==> src/rtl/rr_onehot_arb_pkg.sv <==
// ============================================================================
// Module : rr_onehot_arb_pkg
// Brief  : Shared definitions for the one-hot round-robin arbiter: scan
//          direction constants, FSM state type and a one-hot to binary encoder.
// Rev    : 1.0
// ============================================================================
`default_nettype none

package rr_onehot_arb_pkg;

    localparam int c_DIR_RL = 0;
    localparam int c_DIR_LR = 1;

    // Encoder is sized for the widest supported arbiter; callers cast in/out.
    localparam int c_MAX_W    = 32;
    localparam int c_MAX_IDXW = 5;

    typedef enum logic [0:0] {
        ST_IDLE = 1'b0,
        ST_BUSY = 1'b1
    } arb_state_t;

    function automatic logic [c_MAX_IDXW-1:0] onehot_to_bin(input logic [c_MAX_W-1:0] oh);
        logic [c_MAX_IDXW-1:0] res;
        res = '0;
        for (int i = 0; i < c_MAX_W; i++) begin
            if (oh[i]) begin
                res = res | c_MAX_IDXW'(i);
            end
        end
        return res;
    endfunction

endpackage

`default_nettype wire

==> src/rtl/rr_onehot_arb_pick.sv <==
// ============================================================================
// Module : prio_onehot_pick
// Brief  : Combinational round-robin pick. Returns the first request after
//          last_gnt in scan order, wrapping to the first request overall.
// Rev    : 1.0
// ============================================================================
`default_nettype none

module prio_onehot_pick
    import rr_onehot_arb_pkg::*;
#(
    parameter int WIDTH    = 4,
    parameter int LR_FIRST = 1
) (
    input  logic [WIDTH-1:0] r,
    input  logic [WIDTH-1:0] last_gnt,
    output logic [WIDTH-1:0] result
);

    logic [WIDTH:0]   w_last_ext;
    logic [WIDTH-1:0] w_mask;
    logic [WIDTH-1:0] w_masked;
    logic [WIDTH-1:0] w_first_masked;
    logic [WIDTH-1:0] w_first_all;

    assign w_last_ext = {1'b0, last_gnt};

    function automatic logic [WIDTH-1:0] first_one(input logic [WIDTH-1:0] v);
        logic [WIDTH-1:0] res;
        res = '0;
        // Later hits overwrite earlier ones, so iterate toward the scan start.
        if (LR_FIRST == c_DIR_LR) begin
            for (int i = 0; i < WIDTH; i++) begin
                if (v[i]) res = WIDTH'(1) << i;
            end
        end else begin
            for (int i = WIDTH - 1; i >= 0; i--) begin
                if (v[i]) res = WIDTH'(1) << i;
            end
        end
        return res;
    endfunction

    generate
        if (LR_FIRST == c_DIR_LR) begin : g_mask_lr
            assign w_mask = WIDTH'(w_last_ext - (WIDTH+1)'(1));
        end else begin : g_mask_rl
            assign w_mask = ~WIDTH'((w_last_ext << 1) - (WIDTH+1)'(1));
        end
    endgenerate

    assign w_masked       = r & w_mask;
    assign w_first_masked = first_one(w_masked);
    assign w_first_all    = first_one(r);
    assign result         = (|w_masked) ? w_first_masked : w_first_all;

endmodule

`default_nettype wire

==> src/rtl/rr_onehot_arb.sv <==
// ============================================================================
// Module : rr_onehot_arb
// Brief  : Round-robin arbiter with a registered one-hot grant held until the
//          grantee signals done; priority rotates past each completed grant.
// Rev    : 1.0
// ============================================================================
`default_nettype none

module rr_onehot_arb
    import rr_onehot_arb_pkg::*;
#(
    parameter int WIDTH    = 4,
    parameter int LR_FIRST = 1,
    parameter int IDXW     = $clog2(WIDTH)
) (
    input  logic             clk,
    input  logic             rst,
    input  logic [WIDTH-1:0] req,
    input  logic             done,
    output logic [WIDTH-1:0] gnt,
    output logic             gnt_vld,
    output logic [IDXW-1:0]  gnt_idx
);

    // Pointer reset places the highest-priority end first in the next scan.
    localparam logic [WIDTH-1:0] c_LAST_RST = (LR_FIRST == c_DIR_LR) ?
                                              WIDTH'(1) : (WIDTH'(1) << (WIDTH - 1));

    arb_state_t       r_state;
    arb_state_t       w_state_nxt;
    logic [WIDTH-1:0] r_gnt;
    logic [WIDTH-1:0] w_gnt_nxt;
    logic [IDXW-1:0]  r_gnt_idx;
    logic [IDXW-1:0]  w_gnt_idx_nxt;
    logic [WIDTH-1:0] r_last_gnt;
    logic [WIDTH-1:0] w_last_nxt;
    logic [WIDTH-1:0] w_pick_r;
    logic [WIDTH-1:0] w_pick_last;
    logic [WIDTH-1:0] w_pick;

    prio_onehot_pick #(
        .WIDTH    (WIDTH),
        .LR_FIRST (LR_FIRST)
    ) u_pick (
        .r        (w_pick_r),
        .last_gnt (w_pick_last),
        .result   (w_pick)
    );

    always_comb begin
        w_state_nxt = r_state;
        w_gnt_nxt   = r_gnt;
        w_last_nxt  = r_last_gnt;
        w_pick_r    = req;
        w_pick_last = r_last_gnt;
        case (r_state)
            ST_IDLE: begin
                if (|req) begin
                    w_gnt_nxt   = w_pick;
                    w_state_nxt = ST_BUSY;
                end
            end
            ST_BUSY: begin
                if (done) begin
                    // Handoff uses the outgoing grant as the pointer so the
                    // rotation takes effect in this same cycle.
                    w_pick_r    = req & ~r_gnt;
                    w_pick_last = r_gnt;
                    w_last_nxt  = r_gnt;
                    w_gnt_nxt   = w_pick;
                    w_state_nxt = (|w_pick) ? ST_BUSY : ST_IDLE;
                end else if (~|(req & r_gnt)) begin
                    w_gnt_nxt   = '0;
                    w_state_nxt = ST_IDLE;
                end
            end
            default: begin
                w_gnt_nxt   = '0;
                w_state_nxt = ST_IDLE;
            end
        endcase
    end

    assign w_gnt_idx_nxt = IDXW'(onehot_to_bin(c_MAX_W'(w_gnt_nxt)));

    always_ff @(posedge clk or posedge rst) begin
        if (rst) begin
            r_state    <= ST_IDLE;
            r_gnt      <= '0;
            r_gnt_idx  <= '0;
            r_last_gnt <= c_LAST_RST;
        end else begin
            r_state    <= w_state_nxt;
            r_gnt      <= w_gnt_nxt;
            r_gnt_idx  <= w_gnt_idx_nxt;
            r_last_gnt <= w_last_nxt;
        end
    end

    assign gnt     = r_gnt;
    assign gnt_vld = (r_state == ST_BUSY);
    assign gnt_idx = r_gnt_idx;

endmodule

`default_nettype wire

==> config.mk <==
export PLATFORM = sky130hd
export DESIGN_NAME = rr_onehot_arb
export DESIGN_NICKNAME = d
export VERILOG_FILES = /design/src/rtl/rr_onehot_arb_pkg.sv /design/src/rtl/rr_onehot_arb_pick.sv /design/src/rtl/rr_onehot_arb.sv
export SDC_FILE = /design/constraint.sdc
export NUM_CORES = 1
export LEC_CHECK = 0
export ABC_AREA = 1
export CORE_MARGIN = 2
export CORE_UTILIZATION = 48
export DETAILED_ROUTE_END_ITERATION = 10
export PLACE_DENSITY = 0.81
export SLEW_MARGIN = 25
export SYNTH_ARGS = -nofsm -noshare
export SYNTH_HDL_FRONTEND = slang
export SYNTH_SLANG_ARGS = --single-unit
==> constraint.sdc <==
create_clock -name clk -period 1.9 [get_ports clk]
set_input_delay 0.19 -clock clk [delete_from_list [all_inputs] [get_ports clk]]
set_output_delay 0.19 -clock clk [all_outputs]
set_load 0.01 [all_outputs]
* Word level (Yosys, flattened, before mapping)
Cells that the tools add are included.
** Cells by class
- Add/subtract/negate cells :: 1
- Equal/unequal tests :: 2
- Bitwise operators :: 5
- Reductions and logical operators :: 5
- Multiplexer cells :: 25
** Operator list (number)
- two-way mux 4 bit :: 10
- OR reduction 4 bit :: 4
- bitwise AND 4 bit :: 3
- two-way mux 2 bit :: 4
- case mux 4 bit (2 select lines) :: 1
- two-way mux 1 bit :: 7
- two-way mux 3 bit :: 2
- NOT 4 bit :: 1
- subtractor 4 x 1 -> 4 bit, second input constant :: 1
- inequality test 3 bit, second input constant :: 1
- inequality test 2 bit, second input constant :: 1
- case mux 1 bit (2 select lines) :: 1
- AND reduction 2 bit :: 1
- NOT 1 bit :: 1
** Storage, ports and cells
- Bits of input ports :: 7
- Logic and storage cells :: 43
- Bits in registers :: 11

* Longest topological paths before layout
- Word-level depth :: 15
- Mapped depth :: 16

* Modules after synthesis
Synthesis repeated with hierarchy kept, for this count alone.
** Second synthesis, totals
- Cell total of the unflattened synthesis :: 124
- Area total of the unflattened synthesis :: 784.5 sq um
** By module, submodules not included
- rr_onehot_arb :: instances 1, area each 613.1 sq um, cells each 87
- prio_onehot_pick :: instances 1, area each 171.4 sq um, cells each 37

* Worst setup path after synthesis
No wires, ideal clock.
- Path type :: register -> register
- From :: register r_state (netlist: gnt_vld)
- To :: register r_state (netlist: gnt_vld)
- Data arrival time :: 1.671 ns
- Cell stages (with the launch flop) :: 15
- Clock period less this slack :: 1.792 ns
- Slack :: 0.108 ns
- Cells stage by stage :: dfrtp_1 > nand2_2 > inv_2 > nand2_1 > nand2_2 > inv_2 > ha_1 > xnor2_1 > nand2_1 > nand3_1 > nand2_2 > nor2_2 > nand3_1 > nand2_1 > nand2_1
** On the way
- Word-level cells in the longest chain between the ends :: 12
- Elaborated cells on any way between the ends :: 19
** RTL lines
- start: declaration :: line rr_onehot_arb.sv:29 : arb_state_t r_state;
- start signal: assignment :: line rr_onehot_arb.sv:93 : r_state <= w_state_nxt;
- two-way mux 4 bit * :: line rr_onehot_arb.sv:56 : case (r_state)
- named net u_pick.last_gnt[0] :: line rr_onehot_arb_pick.sv:16 : input logic [WIDTH-1:0] last_gnt,
- subtractor 4 x 1 -> 4 bit * :: line rr_onehot_arb_pick.sv:46 : assign w_mask = WIDTH'(w_last_ext - (WIDTH+1)'(1));
- bitwise AND 4 bit * :: line rr_onehot_arb_pick.sv:52 : assign w_masked = r & w_mask;
- two-way mux 1 bit :: line rr_onehot_arb_pick.sv:34 : if (v[i]) res = WIDTH'(1) << i;
- two-way mux 2 bit :: line rr_onehot_arb_pick.sv:34
- two-way mux 3 bit :: line rr_onehot_arb_pick.sv:34
- two-way mux 4 bit :: line rr_onehot_arb_pick.sv:34
- two-way mux 4 bit * :: line rr_onehot_arb_pick.sv:55 : assign result = (|w_masked) ? w_first_masked : w_first_all;
- OR reduction 4 bit * :: line rr_onehot_arb.sv:71 : w_state_nxt = (|w_pick) ? ST_BUSY : ST_IDLE;
- two-way mux 1 bit * :: line rr_onehot_arb.sv:71
- two-way mux 1 bit * :: line rr_onehot_arb.sv:64 : if (done) begin
- case mux 1 bit (2 select lines) * :: line rr_onehot_arb.sv:56
- named net w_state_nxt :: line rr_onehot_arb.sv:30 : arb_state_t w_state_nxt;
The timed path passes the listed nets; every way through them passes the cells marked *.
A chain may end at the register's enable or synchronous reset.

* Worst setup path after layout
Ends and elaborated chain as after synthesis.

==> summary.md <==
| Metric | Value |
|---|---|
| Status | `completed` |
| CTS Buf Count | `3` |
| Largest net degree at the start of global routing | `12` |
| Rel. slew slack | `67.14%` |
| Routed Antenna Nets | `0` |
| DR iter-0 viols | `8` |
| Die H | `41.73 µm` |
| Post-synthesis cell area | `683.2 µm²` |
| Syn Nets | `104` |
| Tot Pwr | `1491 µW` |
| Setup Buffers After CTS | `0` |
| Distinct cells, synth | `17` |
| Async SR Flop Fraction | `100.0%` |
| Total routed wirelength | `1662 µm` |
| Mux cell area share after synthesis | `0%` |
| EDFF count, synth | `0` |
| Root buf cell | `clkbuf_4` |
| Max Clk Rate | `577.3 MHz` |
| Total GRT Usage | `20.47%` |
| Critical Path Sink Type | `flip-flop` |
| Routability cong. | `0.8198` |
| Largest cells by area after synthesis | `dfrtp_1 (37%), nand2_1 (16%), inv_1 (8.8%)` |
| GRT overflow | `0` |
| Post-Synth Adder-Cell Area | `1.832%` |
| Post-layout min period | `1.732 ns` |
| Hold Vio Cnt, Final | `0` |
| IO Pins | `14` |
| Worst Setup Start Kind | `flip-flop` |
| I/O Buffers | `13` |
| Die footprint | `1741 µm²` |
| Synth Area in Compound Gates | `8.608%` |
| Area growth, synth to finish | `38.46%` |
| CP Class | `flip-flop to flip-flop` |
| Pre-antenna DRT Iters | `4` |
| FILL cells | `110` |
| Transition time of the tightest slew-check pin | `0.4878 ns` |
| H-tree depth | `1` |
| Global-route wire length before repair | `2787 µm` |
| Hold buffers post-CTS | `0` |
| Multi-input logic area | `371.6 µm²` |
| Non-filler cells, final | `134` |
| Final #Nets | `128` |
| Layout Skew | `0.001821 ns` |
| Cell taking the most area after synthesis | `dfrtp_1` |
| Clk sinks | `11` |
| WP data required | `2.06 ns` |
| Pins Over Slew Limit | `0` |
| Layout cells sized above 1 | `25.21%` |
| Pleak | `0.0005068 µW` |
| Vias per cell | `5.261` |
| Maximum vdd drop | `0.0008522 V` |
| Hold crit path type | `input pin to asynchronous set/reset pin` |
| Vias in the first global route | `634` |
| Die width | `41.73 µm` |
| Worst-path clk slew | `0.07 ns` |
| Core ar. | `1318 µm²` |
| Clk buf depth | `2` |
| P per Cell Area | `1576 nW/µm²` |
| Reg area | `276.5 µm²` |
| Placed Instances | `130` |
| Setup violations, final | `0` |
| Max cap viols | `0` |
| HPWL after detailed placement | `1253 µm` |
| ANT cells | `0` |
| CP max FO | `6` |
| Wirelength per Cell | `12.40 µm` |
| Sequential area share after synthesis | `40.48%` |
| Via count | `705` |
| Data arrival, critical path | `1.89 ns` |
| Std cell rows | `13` |
| XOR/XNOR share of the synthesized area | `1.282%` |
| DRC | `0` |
| Clk_lat worst skew | `0.27 ns` |
| Largest family of logic cells by synthesized area | `simple AND/OR/NAND/NOR gates` |
| Leading cell types by count after synthesis | `nand2_1 (29), inv_1 (16), dfrtp_1 (10), nand3_1 (10), nand2_2 (5)` |
| Synth warn | `0` |
| Count leader, synth | `nand2_1` |
| Initial antenna violation count | `0` |
| Post-route clock period utilization | `91.17%` |
| Avg Cell Area, Syn | `7.116 µm²` |
| Yosys top cell area share | `36.63%` |
| Ys flop type | `dfrtp_1` |
| Simple-gate share of the synthesized area | `37.36%` |
| Yosys reg bits | `11` |
| Initial core utilization | `51.85%` |
| Post-Syn Instances | `96` |
| CTS tree | `done` |
-- path summary, 6_finish.rpt --
kind	start	end	slack, ns	cells past startpoint
min in group clk	done	r_last_gnt[1]	0.38	3
worst min-delay path	rst	gnt_vld	0.22	2
max in group asynchronous	rst	r_last_gnt[0]	1.35	2
worst max-delay path	gnt_vld	gnt_vld	0.17	16
worst max register to register	gnt_vld	gnt_vld	0.17	16
worst min register to register	r_last_gnt[1]	r_last_gnt[1]	0.51	2
-- layout make-up --
cell class	count	area share, %
tap	15	1.984
timing repair buffer	19	19.18
multi-input combinational	66	39.29
clock buffer	4	2.778
inverter	19	7.540
sequential	11	29.23
-- per-stage QoR --
| step | setup WS [ns] | cell area, µm² | util [%] | hold WS (ns) | setup TNS, ns |
|---|---|---|---|---|---|
| 6_report | 0.1678 | 945.9 | 71.79 | 0.2170 | 0 |
| 5_1_grt | -0.008054 | 945.9 | 71.79 | 0.2502 | -0.008054 |
| 4_1_cts | 0.02464 | 903.4 | 68.57 | 0.2228 | 0 |
| 3_5_place_dp | -0.2793 | 877.1 | 66.57 | 0.4942 | -1.288 |
| 3_3_place_gp | -0.1990 | 877.1 | 66.57 | 0.4785 | -0.9587 |
| 2_1_floorplan | 0.1085 | 683.2 | - | 0.04172 | 0 |
-- cells by family (layout without fill, tap and decap cells) --
group | after synthesis | after routing
buf+inv | 19 | 42
flops | 11 | 11
fa+ha+maj | 1 | 1
compound gates | 10 | 10
xor+xnor | 1 | 1
simple gates | 54 | 54
-- what timing repair did --
item	4_1_cts	5_1_grt
cloned	0	0
resized for setup	1	11
pin swaps	0	7
setup endpoints to repair	1	5
-- state kept, by name (all words and copies together), names as in the netlist --
signal	count
gnt	4
gnt_idx	2
gnt_vld	1
r_last_gnt	4
-- metal layers --
metal | global-route usage, % | part of all wire (%)
met4 | 5.806 | 0.96
met3 | 3.913 | 4.0
met1 | 28.30 | 44
met2 | 32.50 | 51
met5 | 0 | 0
-- critical path, stage by stage, from the launching register on --
cell and delay (ns):
dfrtp_1 0.42, nand2_4 0.10, inv_2 0.08, nand2_2 0.06
nand2_2 0.08, inv_2 0.05, ha_4 0.22, inv_1 0.06
nand2_2 0.06, nand2_2 0.07, inv_2 0.04, nand3_2 0.06
nand2_2 0.06, nor2_2 0.07, nand3_1 0.07, nand2_1 0.07
nand2_1 0.05
-- layout by cell type, fill, tap and decap left out, drive strengths merged --
cell type      Yosys  routed
dfstp              1       1
dfrtp             10      10
a21boi             2       2
nand2             34      34
nand3             12      12
nor2               4       4
ha                 1       1
clkbuf             0       4
clkdlybuf4s50      0      12
nand4              4       4
o21ai              7       7
a22o               1       1
buf                0       6
inv               19      19
xnor2              1       1
dlymetal6s2s       0       1
-- power breakdown --
| group | total (µW) | internal [µW] | switching, µW |
|---|---|---|---|
| sequential | 415 | 345 | 69.8 |
| clock | 163 | 81.4 | 81.2 |
| combinational | 913 | 417 | 496 |
No activity file was read; power rests on OpenSTA's default activity.
